===== config.mk =====
export PLATFORM = sky130hd
export DESIGN_NAME = qam_symbol_packer
export DESIGN_NICKNAME = d
export VERILOG_FILES = /design/src/rtl/qam_symbol_packer_pkg.sv /design/src/rtl/qam_symbol_packer.sv
export SDC_FILE = /design/constraint.sdc
export NUM_CORES = 1
export LEC_CHECK = 0
export BUFFER_PORTS_ARGS = -buffer_cell sky130_fd_sc_hd__clkbuf_2
export CAP_MARGIN = 5
export CELL_PAD_IN_SITES_DETAIL_PLACEMENT = 1
export CELL_PAD_IN_SITES_GLOBAL_PLACEMENT = 2
export CORE_ASPECT_RATIO = 0.9
export CORE_MARGIN = 5
export CORE_UTILIZATION = 33
export DETAILED_ROUTE_END_ITERATION = 16
export PLACE_DENSITY = 0.8
export SETUP_SLACK_MARGIN = 0.4
export SYNTH_ARGS = -nofsm -noshare
export SYNTH_HDL_FRONTEND = slang
export SYNTH_SLANG_ARGS = --single-unit
export TNS_END_PERCENT = 10

===== constraint.sdc =====
create_clock -name ipClk -period 2.2 [get_ports ipClk]
set_clock_uncertainty 0.1 [all_clocks]
set_input_delay 0.33 -clock ipClk [delete_from_list [all_inputs] [get_ports ipClk]]
set_output_delay 0.33 -clock ipClk [all_outputs]
set_load 0.005 [all_outputs]

===== src/rtl/qam_symbol_packer_pkg.sv =====
`default_nettype none
// ============================================================================
// qam_symbol_packer_pkg : shared types and widths for the 16-QAM byte packer
// Rev 1.0
// ============================================================================
package qam_symbol_packer_pkg;

  localparam int QAM_W  = 4;
  localparam int BYTE_W = 8;

  typedef enum logic [1:0] {
    IDLE   = 2'd0,
    FIRST  = 2'd1,
    SECOND = 2'd2
  } state_t;

endpackage
`default_nettype wire


===== src/rtl/qam_symbol_packer.sv =====
`default_nettype none
// ============================================================================
// qam_symbol_packer : splits bytes into two 4-bit QAM symbols, each held for
//                     SAMPLES_PER_SYMBOL cycles, with one byte of buffering
// Rev 1.0
// ============================================================================
module qam_symbol_packer
  import qam_symbol_packer_pkg::*;
#(
  parameter int SAMPLES_PER_SYMBOL = 8,
  parameter int MSB_FIRST          = 1
) (
  input  logic              ipClk,
  input  logic              ipReset,
  input  logic [BYTE_W-1:0] ipData,
  input  logic              ipDataValid,
  output logic              opDataReady,
  output logic [QAM_W-1:0]  opQAMBlock,
  output logic              opQAMBlockValid,
  output logic              opSymbolStrobe,
  output logic              opBusy
);

  localparam int              CNT_W    = (SAMPLES_PER_SYMBOL > 1) ? $clog2(SAMPLES_PER_SYMBOL) : 1;
  localparam logic [CNT_W-1:0] CNT_LAST = CNT_W'(SAMPLES_PER_SYMBOL - 1);

  function automatic logic [QAM_W-1:0] nibble(input logic [BYTE_W-1:0] b, input logic second);
    logic hi;
    hi = (MSB_FIRST != 0) ^ second;
    return hi ? b[7:4] : b[3:0];
  endfunction

  state_t             state, state_nxt;
  logic [CNT_W-1:0]   cnt, cnt_nxt;
  logic [BYTE_W-1:0]  active_byte, active_nxt;
  logic [BYTE_W-1:0]  pend_byte, pend_nxt;
  logic               pend_valid, pend_valid_nxt;
  logic [QAM_W-1:0]   symbol, symbol_nxt;
  logic               xfer;
  logic               last_sample;

  assign opDataReady     = !pend_valid && !ipReset;
  assign xfer            = ipDataValid && opDataReady;
  assign last_sample     = (cnt == CNT_LAST);
  assign opQAMBlock      = symbol;
  assign opQAMBlockValid = (state != IDLE);
  assign opSymbolStrobe  = (state != IDLE) && (cnt == '0);
  assign opBusy          = (state != IDLE) || pend_valid;

  always_ff @(posedge ipClk) begin
    if (ipReset) begin
      state       <= IDLE;
      cnt         <= '0;
      active_byte <= '0;
      pend_byte   <= '0;
      pend_valid  <= 1'b0;
      symbol      <= '0;
    end else begin
      state       <= state_nxt;
      cnt         <= cnt_nxt;
      active_byte <= active_nxt;
      pend_byte   <= pend_nxt;
      pend_valid  <= pend_valid_nxt;
      symbol      <= symbol_nxt;
    end
  end

  always_comb begin
    state_nxt      = state;
    cnt_nxt        = cnt;
    active_nxt     = active_byte;
    pend_nxt       = pend_byte;
    pend_valid_nxt = pend_valid;
    symbol_nxt     = symbol;
    unique case (state)
      IDLE: begin
        if (xfer) begin
          active_nxt = ipData;
          symbol_nxt = nibble(ipData, 1'b0);
          cnt_nxt    = '0;
          state_nxt  = FIRST;
        end
      end
      FIRST: begin
        if (xfer) begin
          pend_nxt       = ipData;
          pend_valid_nxt = 1'b1;
        end
        if (last_sample) begin
          cnt_nxt    = '0;
          symbol_nxt = nibble(active_byte, 1'b1);
          state_nxt  = SECOND;
        end else begin
          cnt_nxt = cnt + 1'b1;
        end
      end
      SECOND: begin
        if (last_sample) begin
          cnt_nxt = '0;
          // A buffered byte outranks a same-edge offer; ready was low anyway.
          if (pend_valid) begin
            active_nxt     = pend_byte;
            pend_valid_nxt = 1'b0;
            symbol_nxt     = nibble(pend_byte, 1'b0);
            state_nxt      = FIRST;
          end else if (xfer) begin
            active_nxt = ipData;
            symbol_nxt = nibble(ipData, 1'b0);
            state_nxt  = FIRST;
          end else begin
            state_nxt = IDLE;
          end
        end else begin
          cnt_nxt = cnt + 1'b1;
          if (xfer) begin
            pend_nxt       = ipData;
            pend_valid_nxt = 1'b1;
          end
        end
      end
      default: state_nxt = IDLE;
    endcase
  end

endmodule
`default_nettype wire

---- Word level (Yosys, flattened, before mapping) ----
Cells that the tools add are included.
word-level totals
  register bits after elaboration ......... 26
  input port bits ......................... 11
  output and inout port bits .............. 8
  logic and storage cells ................. 57
operators by class
  add/subtract/negate cells ............... 1
  equal/unequal tests ..................... 7
  mux-type cells .......................... 24
  reduce and logical (&&, ||, !) cells .... 19
operator list
  kind                                           number
  two-way mux 8 bit                              5
  one-hot mux 8 bit (2 select lines)             2
  two-way mux 4 bit                              4
  one-hot mux 4 bit (3 select lines)             1
  inequality test 2 bit, second input constant   4
  nonzero test 2 bit                             4
  two-way mux 2 bit                              3
  two-way mux 3 bit                              2
  one-hot mux 2 bit (3 select lines)             1
  one-hot mux 3 bit (2 select lines)             1
  AND reduction 2 bit                            3
  AND reduction 3 bit                            2
  two-way mux 1 bit                              4
  adder 3 x 1 -> 3 bit, second input constant    1
  == test 3 bit, second input constant           1
  logical AND 1 bit                              3
  zero test 3 bit                                1
  nonzero test 3 bit                             1
  == test 2 x 1 -> 1 bit, second input constant  1
  == test 2 bit, second input constant           1
  zero test 1 bit                                2
  zero test 2 bit                                1
  one-hot mux 1 bit (2 select lines)             1
  OR reduction 2 bit                             1
  logical OR 1 bit                               1

---- Longest topological paths before layout ----
  depth after elaboration ................. 7
  gate-level depth with buffers ........... 7
  gate-level depth less buffers ........... 6

---- Worst setup path after synthesis ----
Ideal clock, no wire load.
  kind .................................... register to register
  start point ............................. register state[0]
  end point ............................... register pend_byte[0]
  library setup time ...................... 0.128 ns
  arrival time ............................ 1.714 ns
  data required time ...................... 1.972 ns
  path slack .............................. 0.258 ns
  cell stages (with the launch flop) ...... 8
  buffers on the path ..................... 1
  period minus slack after synthesis ...... 1.942 ns
  path through ............................ dfxtp_1 > inv_1 > ha_1 > clkbuf_1 > nor2_1 > a211oi_4 > mux2i_1 > nor2_1
on the way
  cells in the longest elaborated chain, start to end .. 3
  elaborated cells on any way between the ends .. 6
  classes of those cells .................. 3 x eq/ne; 1 x mux; 2 x reduce/logical
RTL lines
  element                                                                       RTL line                 source
  start, declared                                                               qam_symbol_packer.sv:33  state_t state, state_nxt;
  start signal, assigned                                                        qam_symbol_packer.sv:59  state <= state_nxt;
  == test 2 bit or == test 2 x 1 -> 1 bit (tied branches)                       qam_symbol_packer.sv:75  unique case (state)
  inequality test 2 bit (no source line) or nonzero test 2 bit (tied branches)  --
  AND reduction 2 bit (no source line)                                          --
  end signal, assigned                                                          qam_symbol_packer.sv:62  pend_byte <= pend_nxt;
  end, declared                                                                 qam_symbol_packer.sv:36  logic [BYTE_W-1:0] pend_byte, pend_nxt;
Several ways; a longest one is shown, not always the timed one.
A chain may end at the register's enable or synchronous reset.

---- Worst setup path in the final report ----
  start point ............................. register state[1]
  end point ............................... register symbol[0], in the netlist opQAMBlock[0]
on the way
  cells in the longest elaborated chain, start to end .. 3
  elaborated cells on any way between the ends .. 8
  classes of those cells .................. 4 x eq/ne; 1 x mux; 3 x reduce/logical
RTL lines
  element                                                                       RTL line                 source
  == test 2 x 1 -> 1 bit (tied with other cells)                                qam_symbol_packer.sv:75
  inequality test 2 bit (no source line) or nonzero test 3 bit (tied branches)  --
  AND reduction 3 bit (no source line)                                          --
  end signal, assigned                                                          qam_symbol_packer.sv:64  symbol <= symbol_nxt;
  end, declared                                                                 qam_symbol_packer.sv:38  logic [QAM_W-1:0] symbol, symbol_nxt;
Several ways; a longest one is shown, not always the timed one.

==> results_dict.tcl <==
set metrics [dict create \
    synth_xor_area_frac 0 \
    area_growth_pct 27.3 \
    design.core.area_um2 3430 \
    total_leakage_power_nw 0.575 \
    dieArea_um2 4910 \
    die_w_um 73.3 \
    routed-wl-met3_um 167 \
    tns_ns 0 \
    synthCells 135 \
    max-clock-path-buffers 2 \
    hold_path_class "input port to register" \
    syn_avg_cell_area_um2 8.82 \
    path_max_fanout 5 \
    clk_pin_slew_ns 0.09 \
    crit_type "register to register" \
    cts_tree "done" \
    grt_use_total 0.141 \
    final_nets 179 \
    synth_top_family_by_area "compound AO/OA/AOI/OAI gates" \
    ys_seq_elements 22 \
    netlist-cell-type-count 29 \
    detailed_place_hpwl_um 2320 \
    fillers 414 \
    wl_met1_um 1500 \
    synth_nets 154 \
    wl_per_cell_um 15.8 \
    grt_max_degree 29 \
    synth_fa_ha_area_frac 0.0840 \
    start_util 0.347 \
    fp.dieH_um 67.0 \
    diodes 0 \
    final_antenna_net_count 0 \
    vias 1059 \
    worst_setup_path_end_kind "register" \
    status "finished, final reports clean" \
    grt_pass1_wl_um 5420 \
    setup_viol 0 \
    yosysWarnings 0 \
    yosys.area_share.simple 0.163 \
    finalMaxSlewViolations 0 \
    cts_sinks 22 \
    htreeDepth 1 \
    antenna_found_initial 0 \
    finalHoldViolCount 0 \
    io_pins 19 \
    ys.flop_type "dfxtp_1" \
    slew_headroom 0.795 \
    clock_latency_ns 0.27 \
    first_global_vias 1144 \
    synth_compound_area_frac 0.224 \
    yosysSeqAreaShare 0.370 \
    arrival_ns 1.83 \
    vias_per_cell 5.22 \
    fin_crit_ns 1.75 \
    first_iter_violations 59 \
    finalCritPeriodShare 0.796 \
    synth_mux_area_frac 0.0840 \
    required_ns 2.28 \
    synth_edf_count 0 \
    grt_overflow 0 \
    drive_above_1_share 0.296 \
    drtPass1Iterations 4 \
    syn_area_um2 1190 \
    start_kind "register" \
    layout_commonest_cell "dfxtp_1" \
    fmax_ghz 0.571 \
    layout_common_cells "20 x dfxtp_1, 17 x clkbuf_2, 15 x nor2_1, 11 x inv_1" \
    placementRows 20 \
    rsz0062_at_grt "yes" \
    async_reset_ff_frac 0 \
    cts_root_buf "clkbuf_8" \
    vdd_drop_max_v 0.000596 \
    wl_met2_um 1510 \
    worstMarginPinSlew_ns 0.307 \
    whs_ns 0.213 \
    port_buffers 18 \
    gp_congestion 0.752 \
    highest_layer "met4" \
    drc 0 \
    power_density_nw_per_um2 754 \
    totalWireLength_um 3200 \
    hold_buffers 0 \
    numCtsBuffers 3 \
    drv_cap 0 \
]
## power breakdown
part / internal [mW] / switching (mW) / total [mW]
clock: 0.243 / 0.144 / 0.387
sequential: 0.427 / 0.0207 / 0.448
combinational: 0.138 / 0.171 / 0.309
## sequential cells by signal, summed over array words and instances, names as in the netlist
name,count
active_byte,4
pend_valid,1
pend_byte,8
state,2
cnt,3
opQAMBlock,4
## kinds of logic (layout without fill, tap and decap cells)
kind of cell | Yosys count | count (layout)
adders and majority gates | 8 | 8
buffers and inverters | 22 | 46
muxes | 10 | 10
AOI/OAI and AO/OA | 34 | 34
DFF | 22 | 22
and+or+nand+nor | 39 | 39
## final cells by class
type / instances / area, um^2 / area share
Clock buffer: 3 / 41.3 / 0.0272
Tap cell: 44 / 55.1 / 0.0363
Inverter: 12 / 45.0 / 0.0297
Clock inverter: 1 / 30.0 / 0.0198
Timing Repair Buffer: 30 / 191 / 0.126
Sequential cell: 22 / 448 / 0.295
Multi-Input combinational cell: 91 / 706 / 0.465
## per-stage QoR
| step | worst slack [ns] | std cells | util | total power [mW] | area, um^2 |
|---|---|---|---|---|---|
| after floorplan | 0.380 | 135 | - | 0.629 | 1190 |
| after global placement | 0.125 | 192 | 0.388 | 0.712 | 1330 |
| after detailed placement | 0.0263 | 192 | 0.388 | 0.725 | 1330 |
| after CTS | 0.345 | 199 | 0.420 | 1.12 | 1440 |
| after global routing | 0.374 | 203 | 0.442 | 1.20 | 1520 |
| final | 0.449 | 203 | 0.442 | 1.14 | 1520 |
## synthesized netlist by cell type, types with 2 or more instances
library cell | n | area (um^2)
dfxtp_1 | 22 | 440
nor2_1 | 15 | 56.3
inv_1 | 12 | 45.0
mux2i_1 | 10 | 100
clkbuf_1 | 9 | 33.8
nand2_1 | 9 | 33.8
ha_1 | 8 | 100
a21oi_1 | 7 | 35.0
nand3_1 | 6 | 30.0
o32ai_1 | 5 | 43.8
a22oi_1 | 4 | 30.0
a311oi_1 | 4 | 35.0
a32o_1 | 4 | 40.0
a31oi_1 | 2 | 12.5
nand4b_1 | 2 | 17.5
o211ai_1 | 2 | 15.0
o21ai_0 | 2 | 10.0
## worst max-delay path: stages, from the launching register on
cell	delay (ns)
dfxtp_4	0.36
buf_4	0.14
ha_4	0.17
buf_4	0.13
o21ba_2	0.23
or3_1	0.38
o32ai_1	0.15
## what timing repair did
item,in CTS,in global routing
endpoints found under the setup margin,19,16
resized for setup,7,12
pin swaps,1,3
setup buffers,3,4
## final timing paths
kind | from | end | slack, ns | cells past startpoint
setup reg to reg | state[1]$_SDFFE_PP0P_ | opQAMBlock[0]$_SDFFE_PP0P_ | 0.45 | 6
setup / recovery | state[1]$_SDFFE_PP0P_ | opQAMBlock[0]$_SDFFE_PP0P_ | 0.45 | 6
hold / removal | ipData[1] | active_byte[1]$_SDFFE_PP0P_ | 0.21 | 3
hold reg to reg | opQAMBlock[2]$_SDFFE_PP0P_ | opQAMBlock[2]$_SDFFE_PP0P_ | 0.38 | 2
## layer usage
layer | GRT usage | vias to the layer above
met4 | 0.0204 | 0
li1 | - | 533
met1 | 0.185 | 504
met3 | 0.0392 | 2
met2 | 0.233 | 20
met5 | 0 | -
(Power assumes the default switching activity.)
